[src/rtl/wb_byte_mem_bridge.sv]
// wb_byte_mem_bridge: serialises a 32-bit Wishbone access into big-endian byte accesses on a byte-wide memory.
module wb_byte_mem_bridge #(
  parameter int AW = 14
) (
  input  logic          clk,
  input  logic          rst,
  input  logic [31:0]   wb_adr_i,
  input  logic [31:0]   wb_dat_i,
  output logic [31:0]   wb_dat_o,
  input  logic [3:0]    wb_sel_i,
  input  logic          wb_we_i,
  input  logic          wb_cyc_i,
  input  logic          wb_stb_i,
  output logic          wb_ack_o,
  output logic [AW-1:0] mem_adr,
  output logic [7:0]    mem_dat_o,
  input  logic [7:0]    mem_dat_i,
  output logic          mem_we,
  output logic          mem_en
);
  typedef enum logic [1:0] {IDLE, ACCESS, RD_LAST, ACK} state_t;
  state_t state, state_n;
  logic [AW-3:0] base_q;
  logic [31:0] dat_q;
  logic [3:0] rem_q, rem_n;
  logic [1:0] off_q, cur_off, lane;
  logic we_q, rd_pend, req, issue;
  logic unused_adr;
  assign unused_adr = ^{wb_adr_i[31:AW], wb_adr_i[1:0]};
  assign req = state == IDLE && wb_cyc_i && wb_stb_i;
  assign issue = state == ACCESS && wb_cyc_i;
  // Lowest offset first: sel[3] is offset 0.
  assign cur_off = rem_q[3] ? 2'd0 : rem_q[2] ? 2'd1 : rem_q[1] ? 2'd2 : 2'd3;
  assign rem_n = rem_q & ~(4'b1000 >> cur_off);
  assign lane = state == ACCESS ? cur_off : off_q;
  assign mem_adr = {base_q, lane};
  assign mem_dat_o = dat_q[{~lane, 3'b000} +: 8];
  assign mem_en = (state == ACCESS || state == RD_LAST) && wb_cyc_i;
  assign mem_we = state == ACCESS && we_q;
  assign wb_ack_o = state == ACK;
  always_comb begin
    state_n = state;
    case (state)
      IDLE:    if (req) state_n = wb_sel_i == 4'd0 ? ACK : ACCESS;
      ACCESS:  if (!wb_cyc_i) state_n = IDLE;
               else if (rem_n == 4'd0) state_n = we_q ? ACK : RD_LAST;
      RD_LAST: state_n = wb_cyc_i ? ACK : IDLE;
      default: state_n = IDLE;
    endcase
  end
  always_ff @(posedge clk) begin
    if (rst) begin
      state <= IDLE;
      base_q <= '0;
      dat_q <= '0;
      rem_q <= '0;
      off_q <= '0;
      we_q <= 1'b0;
      rd_pend <= 1'b0;
      wb_dat_o <= '0;
    end else begin
      state <= state_n;
      rd_pend <= issue && !we_q;
      if (req) begin
        base_q <= wb_adr_i[AW-1:2];
        dat_q <= wb_dat_i;
        rem_q <= wb_sel_i;
        we_q <= wb_we_i;
        if (!wb_we_i) wb_dat_o <= '0;
      end
      if (issue) begin
        rem_q <= rem_n;
        off_q <= cur_off;
      end
      // Memory returns the byte one cycle after the access was issued.
      if (rd_pend && wb_cyc_i) wb_dat_o[{~off_q, 3'b000} +: 8] <= mem_dat_i;
    end
  end
endmodule

[config.mk]
export PLATFORM = sky130hd
export DESIGN_NAME = wb_byte_mem_bridge
export DESIGN_NICKNAME = d
export VERILOG_FILES = /design/src/rtl/wb_byte_mem_bridge.sv
export SDC_FILE = /design/constraint.sdc
export NUM_CORES = 1
export LEC_CHECK = 0
export BUFFER_PORTS_ARGS = -buffer_cell sky130_fd_sc_hd__buf_2
export CORE_ASPECT_RATIO = 1.5
export CORE_UTILIZATION = 40
export DETAILED_ROUTE_END_ITERATION = 8
export PLACE_DENSITY = 0.66
export SLEW_MARGIN = 10
export SYNTH_ARGS = -nofsm -noshare
export SYNTH_HDL_FRONTEND = slang
export SYNTH_SLANG_ARGS = --single-unit
[constraint.sdc]
create_clock -name clk -period 2.49 [get_ports clk]
set_input_delay 0.1245 -clock clk [delete_from_list [all_inputs] [get_ports clk]]
set_output_delay 0.1245 -clock clk [all_outputs]
set_load 0.005 [all_outputs]
* Word-level counts from Yosys, hierarchy flattened
Index checks and enable logic that the tools add are counted.
** Operators by class
- Add/sub/neg operators :: 1
- Multiplexer cells :: 18
- Bitwise operators :: 4
- Equal/unequal tests :: 5
- Shifts and indexed selects :: 4
- Reduce and logical (&&, ||, !) cells :: 14
** Operator list (number)
- $mux W32 :: 4
- $bwmux W32 :: 1
- $shift A8 B7 Y32 const A :: 1
- $shiftx A32 B6 Y8 :: 1
- $shiftx A8 B7 Y32 :: 1
- $mux W2 :: 8
- $logic_not A4 Y1 :: 2
- $mux W4 :: 2
- $logic_and A1 B1 Y1 :: 7
- $neg A5 Y7 :: 1
- $pmux W2 S3 :: 1
- $and A4 B4 Y4 :: 1
- $eq A2 B2 Y1 const B :: 2
- $not A2 Y2 :: 2
- $not A4 Y4 :: 1
- $shr A4 B2 Y4 const A :: 1
- $ne A3 B2 Y1 const B :: 1
- $eq A2 B1 Y1 const B :: 1
- $logic_not A2 Y1 :: 1
- $mux W1 :: 2
- $ne A2 B2 Y1 const B :: 1
- $reduce_and A2 Y1 :: 1
- $reduce_bool A2 Y1 :: 1
- $logic_not A1 Y1 :: 1
- $logic_or A1 B1 Y1 :: 1
** Storage, ports and cells
- Register bits after elaboration :: 86
- Output and inout port bits :: 57
- Input port bits :: 81
- Word-level logic and storage cells :: 54

* Depth between registers and ports, before layout
- Word-level depth :: 10
- Gate-level depth with buffers :: 8
- Depth with buffers taken out :: 6

* Least setup slack after synthesis
OpenSTA, ideal clock, no wires.
- Path type :: register to register
- From :: register off_q[0]
- To :: register wb_dat_o[10]
- Required time :: 2.373 ns
- Arrival time :: 1.738 ns
- Path buffers :: 1
- Period minus slack after synthesis :: 1.854 ns
- Setup slack :: 0.636 ns
- Stages on the path, launching flop included :: 8
- Library setup time :: 0.117 ns
- Path through :: dfxtp_1 > inv_1 > ha_1 > and4b_1 > and3_1 > buf_2 > nor2b_1 > a22o_1
** On the way
- Cells in the longest elaborated chain, start to end :: 5
- Elaborated cells between the ends (all ways) :: 6
- Classes of those cells :: add/sub (1); shift (2); mux (2); bitwise (1)
** RTL lines
- from (decl) :: RTL line 26 : logic [1:0] off_q, cur_off, lane;
- from (signal assigned) :: RTL line 73 : off_q <= cur_off;
- $not A2 Y2 (*) :: RTL line 76 : if (rd_pend && wb_cyc_i) wb_dat_o[{~off_q, 3'b000} +: 8] <= mem_dat_i;
- $neg A5 Y7 (*) :: RTL line 76
- $shiftx A8 B7 Y32 or $shift A8 B7 Y32 (tied branches) :: RTL line 76
- $bwmux W32 (*) :: RTL line 76
- $mux W32 (*) :: RTL line 76
- to (signal, indexed assignment) :: RTL line 76
- to (decl) :: RTL line 9 : output logic [31:0] wb_dat_o,
Mark *: on every way between the ends. The rest lies on a longest branch, timed or not.
A chain may end at the register's enable or synchronous reset.

* Final worst setup path
- From :: register state[1]
- To :: output port mem_dat_o[5]
** On the way
- Cells in the longest elaborated chain, start to end :: 4
** RTL lines
- from (decl) :: RTL line 22 : state_t state, state_n;
- from (signal assigned) :: RTL line 62 : state <= state_n;
- $eq A2 B1 Y1 :: RTL line 35 : assign lane = state == ACCESS ? cur_off : off_q;
- $mux W2 :: RTL line 35
- $not A2 Y2 :: RTL line 37 : assign mem_dat_o = dat_q[{~lane, 3'b000} +: 8];
- $shiftx A32 B6 Y8 :: RTL line 37
- to (decl) :: RTL line 16 : output logic [7:0] mem_dat_o,
Every way passes these cells.

==> impl_summary.md <==
Drt
The post-route antenna net violation count is 0. The routed wire length on met3 is about 500 um. The number of optimization iterations in the first detailed-route pass is 4. The routed metal-1 wirelength is ~3400 um.

The wire length on met2 is between 4000 and 5000 um. The first-iteration detailed-routing DRC count is around 90. The top layer used by detailed routing is met4.

The vias after detailed routing is a little over 3000. In the routed layout, each cell is associated on average with a via count of about 5. The remaining routing DRC violations is 0.

After detailed routing, the average wire length per cell comes to about 14 um. The routed design has 8490 um of wire.

Finish
The final net count is 584. The antenna cell count is 0. The most common cell after layout, fill and taps aside is buf_2. Cells with a size suffix above 1 make up a little under a third of the layout.

Compared with the post-synthesis result, the final layout area differs by 29.9%. The filler cell count in the final layout is between 800 and 900. Leaving out fill and tap cells, the most frequent cells in the layout are 117 x buf_2, 97 x nand2_1, 86 x dfxtp_1, 50 x a21oi_1, 15 x nor2_1.

Place
The HPWL reported at the end of detailed placement is ~6200 um. The number of buffers inserted by port buffering is 117. The weighted congestion at the end of routability-driven global placement is about 0.79.

Floorplanning
Row generation in the floorplan step produced 41 rows. The floorplan step defined a die boundary enclosing a little over 9000 um2. The floorplan core area is between 8000 and 9000 um2.

The die is roughly 78 um wide. The die is around 120 um tall. Pin placement for this block handled 138 I/O pins. The initial utilization of the core area, before any placement, comes to ~41%.

Worst setup path
The critical-path maximum fanout is 9. The category of cells accounting for the largest share of critical-path delay is multiplexers. Data arrives at the worst endpoint at roughly 2.2 ns. The capture point of the worst reg-to-reg path is wb_dat_o[18]. Together, buffers and inverters on the worst path number 3. The type of the worst setup path is reg -> out. The register-to-register path setup slack is roughly 0.42 ns. The critical path goes through inv_1 -> ha_4 -> mux2i_4 -> buf_4 -> mux4_2 -> buf_2. The worst setup path is launched from a flop.

The critical path's largest stage delay is approximately 0.54 ns. The slowest stage cell on the critical path is mux4_2. The worst register-to-register path begins at off_q[0]. STA classifies the critical path endpoint as an output port. The number of cells on the worst reg-to-reg path is 6. Data on the critical path is required at its endpoint by 2.37 ns.

Clock network
The buffer count from post-CTS setup fixing is 0. At the later pin of the worst-skew pair, clock insertion delay measures approximately 0.33 ns. The number of hold buffers added after CTS was 0.

The number of buffers created by CTS is 9. The CTS sink count is 86. The clock tree from TritonCTS is done. After clock tree synthesis, the clock-pin slew on the worst setup and hold paths is roughly 0.06 ns.

The tree is rooted in a clkbuf_16. The clock tree buffer depth is 2. The quantity of gates resized following cts is 1. CTS built an H-tree with a depth of 3.

Yosys
The main flop type after synthesis is dfxtp_1. Yosys printed 0 warnings. Dividing the synthesized area by the synthesized cell count gives around 9.2 um2.

The number of storage elements in the synthesis netlist is 86. The portion of synthesized cell area occupied by the leading cell type is 49.5%. After technology mapping, the gate count stands at 380. For this run, asynchronously set or reset flops after synthesis account for 0%.

The dominant cell type by area after synthesis is dfxtp_1. The number of nets in the synthesized netlist is between 400 and 500. The synthesized design contains 0 enable-type register cells. The count of unique library cells instantiated by Yosys is 38.

The post-synthesis instance area is roughly 3500 um2. After synthesis, flip-flops and latches occupy between 40% and 50% of the total area. After synthesis, the cell types taking the most area are dfxtp_1 50%, nand2_1 10%, a21oi_1 7.2%, mux4_2 5.2%, a32o_1 3.7%.

Worst hold path
The worst hold-check path type is in -> reg. Counting instances, the worst hold path has a depth of 3. The launch instance of the worst min-delay path is wb_dat_i[27]. The path with the worst hold slack has its endpoint at dat_q[27].

Timing
The number of slew-limit violations in the final report came to 0. Subtracting the final worst setup slack from the clock period gives between 2 and 2.5 ns. Setup repair after global routing left no endpoint under its margin. After layout, the worst path uses between 90 and 100% of the clock period. At the pin with the least slew margin, the transition time is around 0.73 ns. The number of hold-slack violations in the final timing report is 0. The summed negative setup slack over all endpoints is 0 ns. Measured against its own limit, the worst slew margin works out to about 51%. The achievable frequency is between 400 and 500 MHz. The final setup violation count is 0. Clock skew on the completed layout was measured at between 0.004 and 0.005 ns.

Global routing
After global routing the overflow that remains totals 0. Entering global routing, the biggest net connects between 50 and 60 pins. The number of global-route vias before repair is 3027. The total routing usage reported by global routing is 19.6%. The first global-routing pass estimated 13800 um of wire. The initial antenna violation count is 0.

Run
The tool flagged a number of max-cap violations equal to 0.

Pwr
The total leakage power is 1.98 nW. The total power density per cell area is between 800 and 900 nW/um2. The worst-case IR drop observed on VDD is between 0.5 and 0.6 mV. The total power after layout is between 3 and 4 mW.

Run status
The run finished with clean final reports.
[metal layers]
metal / GRT usage (%) / vias to the layer above
met5: 0 / -
met1: 21.1 / 1429
met2: 34.7 / 98
li1: - / 1568
met4: 10.7 / 0
met3: 5.39 / 16
[through the flow]
| stage | instance area (um2) | std cells | hold WS (ns) | utilization (%) | setup slack (ns) |
|---|---|---|---|---|---|
| final | 4520 | 605 | 0.0217 | 53.7 | 0.167 |
| after floorplan | 3480 | 380 | 0.250 | - | 0.636 |
| after global placement | 4180 | 590 | 0.365 | 49.7 | 0.348 |
| after detailed placement | 4180 | 590 | 0.370 | 49.7 | 0.307 |
| after global routing | 4520 | 605 | 0.0225 | 53.7 | 0.0539 |
| after CTS | 4510 | 605 | 0.00959 | 53.6 | 0.0592 |
[where the power goes]
| part | total [mW] | internal (mW) | switching, mW |
|---|---|---|---|
| clock network | 1.43 | 0.923 | 0.502 |
| logic | 0.931 | 0.431 | 0.500 |
| registers | 1.56 | 1.48 | 0.0829 |
[Yosys cell counts, types with 2 or more instances]
| cell | n |
|---|---|
| mux2i_1 | 2 |
| a21oi_1 | 50 |
| nand2_1 | 97 |
| a22o_1 | 11 |
| a31oi_1 | 3 |
| ha_1 | 9 |
| nand2b_1 | 2 |
| nor3_1 | 5 |
| nor2_1 | 15 |
| inv_1 | 7 |
| and2_1 | 5 |
| a32o_1 | 13 |
| o21ai_0 | 5 |
| a22oi_1 | 9 |
| nor4_1 | 2 |
| a211oi_1 | 2 |
| and3_1 | 4 |
| nand3_1 | 6 |
| mux4_2 | 8 |
| o21ai_1 | 2 |
| dfxtp_1 | 86 |
| nor2b_1 | 2 |
| clkbuf_1 | 14 |
| inv_2 | 2 |
| buf_2 | 6 |
[state kept, by name, summed over array words and instances (netlist names)]
signal and flops:
off_q 2, we_q 1, base_q 12, dat_q 32, state 2, wb_dat_o 32
rem_q 4, rd_pend 1
[worst register-to-register path, cell delays in order, from the launching register on]
cell	delay, ns
dfxtp_1	0.57
inv_1	0.14
ha_1	0.38
and4b_1	0.23
and3_1	0.24
and2_1	0.22
a22o_1	0.19
[cell families (layout without fill, tap and decap cells)]
family,Yosys count,count (layout),synth area share [%]
buf+inv,31,149,3.89
mux,13,13,7.12
flops,86,86,49.5
simple gates,142,142,17.5
compound gates,99,99,18.7
fa+ha+maj,9,9,3.24
[how the worst max path moves through the flow]
stage,startpoint,to,slack [ns],cells after the start
after global placement,state[1],mem_dat_o[1],0.35,6
final,state[1],mem_dat_o[5],0.17,6
after global routing,state[1],mem_dat_o[5],0.05,6
after CTS,state[1],mem_dat_o[5],0.06,6
after floorplan,off_q[0],wb_dat_o[10],0.64,7
after detailed placement,state[1],mem_dat_o[1],0.31,6
[area by class of cell]
type,count,area [um2],area share (%)
inverters,9,33.8,0.748
well taps,107,134,2.96
repair buffers,125,671,14.9
clock inverters,4,70.1,1.55
multi-input cells,263,1630,36.2
flip-flops and latches,86,1720,38.1
clock buffers,11,253,5.60
(Power assumes the default switching activity.)
